[config.mk]
export PLATFORM = sky130hd
export DESIGN_NAME = uart_tx_scheduler
export DESIGN_NICKNAME = d
export VERILOG_FILES = /design/src/rtl/uart_pkg.sv /design/src/rtl/rr_arbiter.sv /design/src/rtl/uart_tx_scheduler.sv
export SDC_FILE = /design/constraint.sdc
export NUM_CORES = 1
export LEC_CHECK = 0
export ABC_CLOCK_PERIOD_IN_PS = 6600
export BUFFER_PORTS_ARGS = -buffer_cell sky130_fd_sc_hd__clkbuf_2
export CAP_MARGIN = 20
export CORE_ASPECT_RATIO = 0.9
export CORE_MARGIN = 2
export CORE_UTILIZATION = 60
export DETAILED_ROUTE_END_ITERATION = 8
export PLACE_DENSITY_LB_ADDON = 0.15
export SYNTH_ARGS = -nofsm -noshare
export SYNTH_HDL_FRONTEND = slang
export SYNTH_SLANG_ARGS = --single-unit
[constraint.sdc]
create_clock -name clk -period 6.6 [get_ports clk]
set_input_delay 0.33 -clock clk [delete_from_list [all_inputs] [get_ports clk]]
set_output_delay 0.33 -clock clk [all_outputs]
set_load 0.01 [all_outputs]
[src/rtl/uart_pkg.sv]
// Shared definitions for the UART transmit scheduler: FSM state encoding
// and frame timing constants.
package uart_pkg;

  // Transmitter FSM states; every state other than IDLE means a frame is on the line.
  typedef enum logic [1:0] {
    IDLE  = 2'd0,
    START = 2'd1,
    DATA  = 2'd2,
    STOP  = 2'd3
  } tx_state_e;

  // Default clk cycles per serial bit.
  localparam int CLKS_PER_BIT_DEFAULT = 156;

  // One frame is start bit + 8 data bits + stop bit.
  localparam int FRAME_BITS = 10;
  localparam int DATA_BITS  = FRAME_BITS - 2;

endpackage

[src/rtl/rr_arbiter.sv]
// Purely combinational round-robin arbiter. The search starts at the
// requester after last_grant and wraps, so the previous winner ranks last.
module rr_arbiter #(
  parameter int NREQ = 4,
  parameter int IDW  = $clog2(NREQ)
) (
  input  logic [NREQ-1:0] req,
  input  logic [IDW-1:0]  last_grant,
  input  logic            en,
  output logic [NREQ-1:0] grant,
  output logic [IDW-1:0]  idx
);

  // Walk the requesters from last_grant+1 upward; the first active one wins.
  always_comb begin : search
    logic           found;
    logic [IDW-1:0] cand;
    grant = '0;
    idx   = '0;
    found = 1'b0;
    cand  = '0;
    for (int off = 1; off <= NREQ; off++) begin
      cand = IDW'((int'(last_grant) + off) % NREQ);
      if (en && !found && req[cand]) begin
        found       = 1'b1;
        grant[cand] = 1'b1;
        idx         = cand;
      end
    end
  end

endmodule

[src/rtl/uart_tx_scheduler.sv]
// Multi-requester UART transmitter. Requesters present a byte with
// req_valid; a round-robin winner is offered req_ready while the line is
// idle, and the accepted byte is sent as an 8N1 frame on txd.
//
// Handshake: a byte transfers on the rising clk edge where req_valid[i] and
// req_ready[i] are both high. req_ready is only ever offered in IDLE, to at
// most one requester, and never while nRST is low; req_valid may drop at any
// time before the transfer without consequence.
module uart_tx_scheduler
  import uart_pkg::*;
#(
  parameter int CLKS_PER_BIT = CLKS_PER_BIT_DEFAULT,
  parameter int NREQ         = 4
) (
  input  logic                    clk,
  input  logic                    nRST,
  input  logic [NREQ-1:0]         req_valid,
  input  logic [NREQ*8-1:0]       req_data,
  output logic [NREQ-1:0]         req_ready,
  output logic                    txd,
  output logic                    busy,
  output logic [$clog2(NREQ)-1:0] gnt_id
);

  localparam int IDW = $clog2(NREQ);
  localparam int CW  = $clog2(CLKS_PER_BIT);
  localparam logic [CW-1:0] CNT_MAX  = CW'(CLKS_PER_BIT - 1);
  localparam logic [2:0]    LAST_BIT = 3'(DATA_BITS - 1);

  tx_state_e      state, state_next;
  logic [CW-1:0]  clk_cnt, clk_cnt_next;
  logic [2:0]     bit_idx, bit_idx_next;
  logic [7:0]     shreg, shreg_next;
  logic           txd_q, txd_next;
  logic [IDW-1:0] last_grant, last_grant_next;
  logic [IDW-1:0] gnt_q, gnt_next;

  logic           arb_en;
  logic [IDW-1:0] win_idx;
  logic [7:0]     win_data;
  logic           handshake;

  // Only arbitrate while the line is free and reset is released.
  assign arb_en = (state == IDLE) && nRST;

  rr_arbiter #(
    .NREQ(NREQ),
    .IDW (IDW)
  ) u_arb (
    .req       (req_valid),
    .last_grant(last_grant),
    .en        (arb_en),
    .grant     (req_ready),
    .idx       (win_idx)
  );

  assign handshake = |(req_valid & req_ready);

  // Pick the winner's byte out of the flat data bus.
  always_comb begin
    win_data = '0;
    for (int i = 0; i < NREQ; i++) begin
      if (win_idx == IDW'(i)) win_data = req_data[i*8 +: 8];
    end
  end

  // Next-state, counters, shift register and registered txd value.
  always_comb begin
    state_next      = state;
    clk_cnt_next    = clk_cnt;
    bit_idx_next    = bit_idx;
    shreg_next      = shreg;
    txd_next        = txd_q;
    last_grant_next = last_grant;
    gnt_next        = gnt_q;
    case (state)
      IDLE: begin
        txd_next     = 1'b1;
        clk_cnt_next = '0;
        bit_idx_next = '0;
        if (handshake) begin
          state_next      = START;
          shreg_next      = win_data;
          last_grant_next = win_idx;
          gnt_next        = win_idx;
          txd_next        = 1'b0;
        end
      end
      START: begin
        if (clk_cnt == CNT_MAX) begin
          clk_cnt_next = '0;
          state_next   = DATA;
          txd_next     = shreg[0];
        end else begin
          clk_cnt_next = clk_cnt + 1'b1;
        end
      end
      DATA: begin
        if (clk_cnt == CNT_MAX) begin
          clk_cnt_next = '0;
          if (bit_idx == LAST_BIT) begin
            state_next = STOP;
            txd_next   = 1'b1;
          end else begin
            bit_idx_next = bit_idx + 1'b1;
            shreg_next   = {1'b0, shreg[7:1]};
            txd_next     = shreg[1];
          end
        end else begin
          clk_cnt_next = clk_cnt + 1'b1;
        end
      end
      STOP: begin
        txd_next = 1'b1;
        if (clk_cnt == CNT_MAX) begin
          clk_cnt_next = '0;
          state_next   = IDLE;
        end else begin
          clk_cnt_next = clk_cnt + 1'b1;
        end
      end
      default: begin
        state_next = IDLE;
        txd_next   = 1'b1;
      end
    endcase
  end

  // State register; reset aborts any frame and parks the line high at once.
  always_ff @(posedge clk or negedge nRST) begin
    if (!nRST) begin
      state      <= IDLE;
      clk_cnt    <= '0;
      bit_idx    <= '0;
      shreg      <= '0;
      txd_q      <= 1'b1;
      last_grant <= IDW'(NREQ - 1);
      gnt_q      <= '0;
    end else begin
      state      <= state_next;
      clk_cnt    <= clk_cnt_next;
      bit_idx    <= bit_idx_next;
      shreg      <= shreg_next;
      txd_q      <= txd_next;
      last_grant <= last_grant_next;
      gnt_q      <= gnt_next;
    end
  end

  assign txd    = txd_q;
  assign busy   = (state != IDLE);
  assign gnt_id = gnt_q;

endmodule

==> results.toml <==
[clock_network]
cts_setup_buffers = 0
cts_max_path_buffers = 2
cts_tree = "yes"
clock-root-buffer = "clkbuf_8"
clk_latency_ns = 0.27
hold_buffers = 0
cts-htree-levels = 1
clk_pin_slew_ns = 0.08
cts_buffers = 3
cts_sinks = 26
post_cts_resize_count = 0

[routing]
wire_per_inst_um = 14.26
ant_nets = 0
drc = 0
drt_first_pass_iters = 4
viasPerCell = 6.086
num_vias = 1978
drt_first_iter_violations = 91
routed_wirelength_mm = 4.634

[worst_setup_path]
critPathMaxFanout = 15
worstSetupPathType = "reg2reg"
end_kind = "register"
arrival_ns = 4.01
cp.required_ns = 6.76
critPathLaunchType = "register"

[run_status]
outcome = "complete, no violations"

[final_layout]
area_growth_pct = 11.20
layout-drive-gt1-share = 0.2760
antenna_cells = 0
regArea_um2 = 654.4
postLayoutCoreUtil = 0.6922
nets = 334
multi_input_area_um2 = 1530
fill_cells = 321

[synth]
syn_inst = 244
yosysMostFrequentCell = "dfrtp_1"
yosys-top-cells-area = "dfrtp_1 (25%), ha_1 (8.7%), mux2_2 (7.4%)"
synth_nets = 298
synth_common_cells = "dfrtp_1 (23), nor2_1 (21), nand2_1 (17)"
synth_top_cell_by_area = "dfrtp_1"
synth.avg_cell_area_um2 = 9.384
yosysSeqAreaShare = 0.2858
syn_area_um2 = 2290
synth-edff-count = 0
synth_top_area_frac = 0.2514
synthArstFlopShare = 1.000
synth_cell_types = 57
ys.flop_type = "dfrtp_1"
ys_warn_count = 0
ys_seq_elements = 26

[power_and_ir_drop]
p_leak_uw = 0.001179
cellPowerDensity_nw_per_um2 = 423.2
p_switching_uw = 473.2
combPwrFrac = 0.642
switching_share = 0.4391
pwr-share-clk = 0.083
vdd_drop_max_mv = 0.1974
internal_power_uw = 604.4
p_seq_frac = 0.275
total_power_uw = 1078

[grt]
first_global_vias = 1793
global_route.overflow_total = 0
grt_pass1_wl_mm = 8.142
antenna_found_initial = 0
grt_max_degree = 29
grt_usage = 0.2284

[placement]
hpwlAfterDp_mm = 3.581
gp_congestion = 0.8486
io_buffers = 45

[die]
fp.dieH_um = 62.61
die_w_um = 69.12
dieArea_um2 = 4327
core_um2 = 3679
start_util = 0.6224
rows = 21
boundaryPins = 46

[sta]
min_period_ns = 3.853
fin_tns_setup_ns = 0
relSlewSlack = 0.4793
fmax_mhz = 259.5
setup_viol = 0
max_slew.worst_pin.slew_ns = 0.7705
slew_violations = 0
rsz0062_at_grt = "false"
period_share = 0.5838
fin_hold_ws_ns = 0.07924
hold_viol = 0
skew_ns = 0.005744

[worst_hold_path]
hp-class = "in2async"

[run]
max_cap_viol_count = 0
-- registers in the layout (all words and copies together), names as in the netlist --
signal / count
bit_idx: 3
clk_cnt: 8
gnt_id: 2
last_grant: 2
shreg: 8
state: 2
txd: 1
-- stage by stage --
step | worst slack, ns | cells | instance area [µm²]
floorplan | 3.217 | 244 | 2290
global placement | 2.808 | 321 | 2501
detailed placement | 2.739 | 321 | 2501
CTS | 2.738 | 325 | 2546
global route | 2.468 | 325 | 2546
finish | 2.747 | 325 | 2546
-- path summary, 6_finish.rpt --
check	from	endpoint	slack, ns	cells past startpoint
min in group clk	req_data[15]	shreg[7]	0.44	4
max	last_grant[0]	shreg[4]	2.75	9
max in group asynchronous	nRST	state[1]	6.10	1
min reg2reg	clk_cnt[0]	clk_cnt[0]	0.47	1
min	nRST	gnt_id[1]	0.08	1
max reg2reg	last_grant[0]	shreg[4]	2.75	9
-- cells by family after synthesis --
kind of cell    share of synthesized area
flops                              0.2858
fa+ha+maj                         0.08743
xor+xnor                          0.02295
buf+inv                           0.04590
mux                                0.1749
compound gates                     0.2148
simple gates                       0.1683
-- per-layer routing --
layer	vias up	routed length, µm	GRT usage
li1	980	-	-
met5	-	0	0
met2	39	2227	0.3954
met4	0	29	0.04412
met1	957	2213	0.3023
met3	2	163	0.04032
-- layout make-up --
class	instances	share of cell area
multi-input cells	195	0.6010
flip-flops and latches	26	0.2570
repair buffers	45	0.08845
well taps	46	0.02260
clock buffers	4	0.01769
inverters	9	0.01327
-- worst max-delay path, cell delays in order (launching register included) --
cell     delay, ns
dfstp_2       0.72
inv_1         0.25
ha_1          0.55
mux2_2        0.43
mux2i_4       0.25
mux2i_1       0.30
o22ai_1       0.14
a211o_1       0.42
o21ai_4       0.33
mux2_2        0.37
-- power by group through the flow --
stage                     clock (µW)  combinational, µW  sequential, µW
after detailed placement           0                691             300
after floorplan                    0                596             273
after global routing            99.0                774             309
after CTS                       91.5                693             297
after global placement             0                682             298
final                           89.0                692             297
-- placed cells by master (no fill, tap or decap), drive strengths merged, types with 7 or more instances in the layout --
master  count
mux2i      14
nand3      10
o21ai      11
ha         16
nand2      18
a211o       8
clkbuf     49
o211ai      8
o22ai       7
inv         9
nor2       21
mux2       16
dfrtp      23
(Power assumes the default switching activity.)
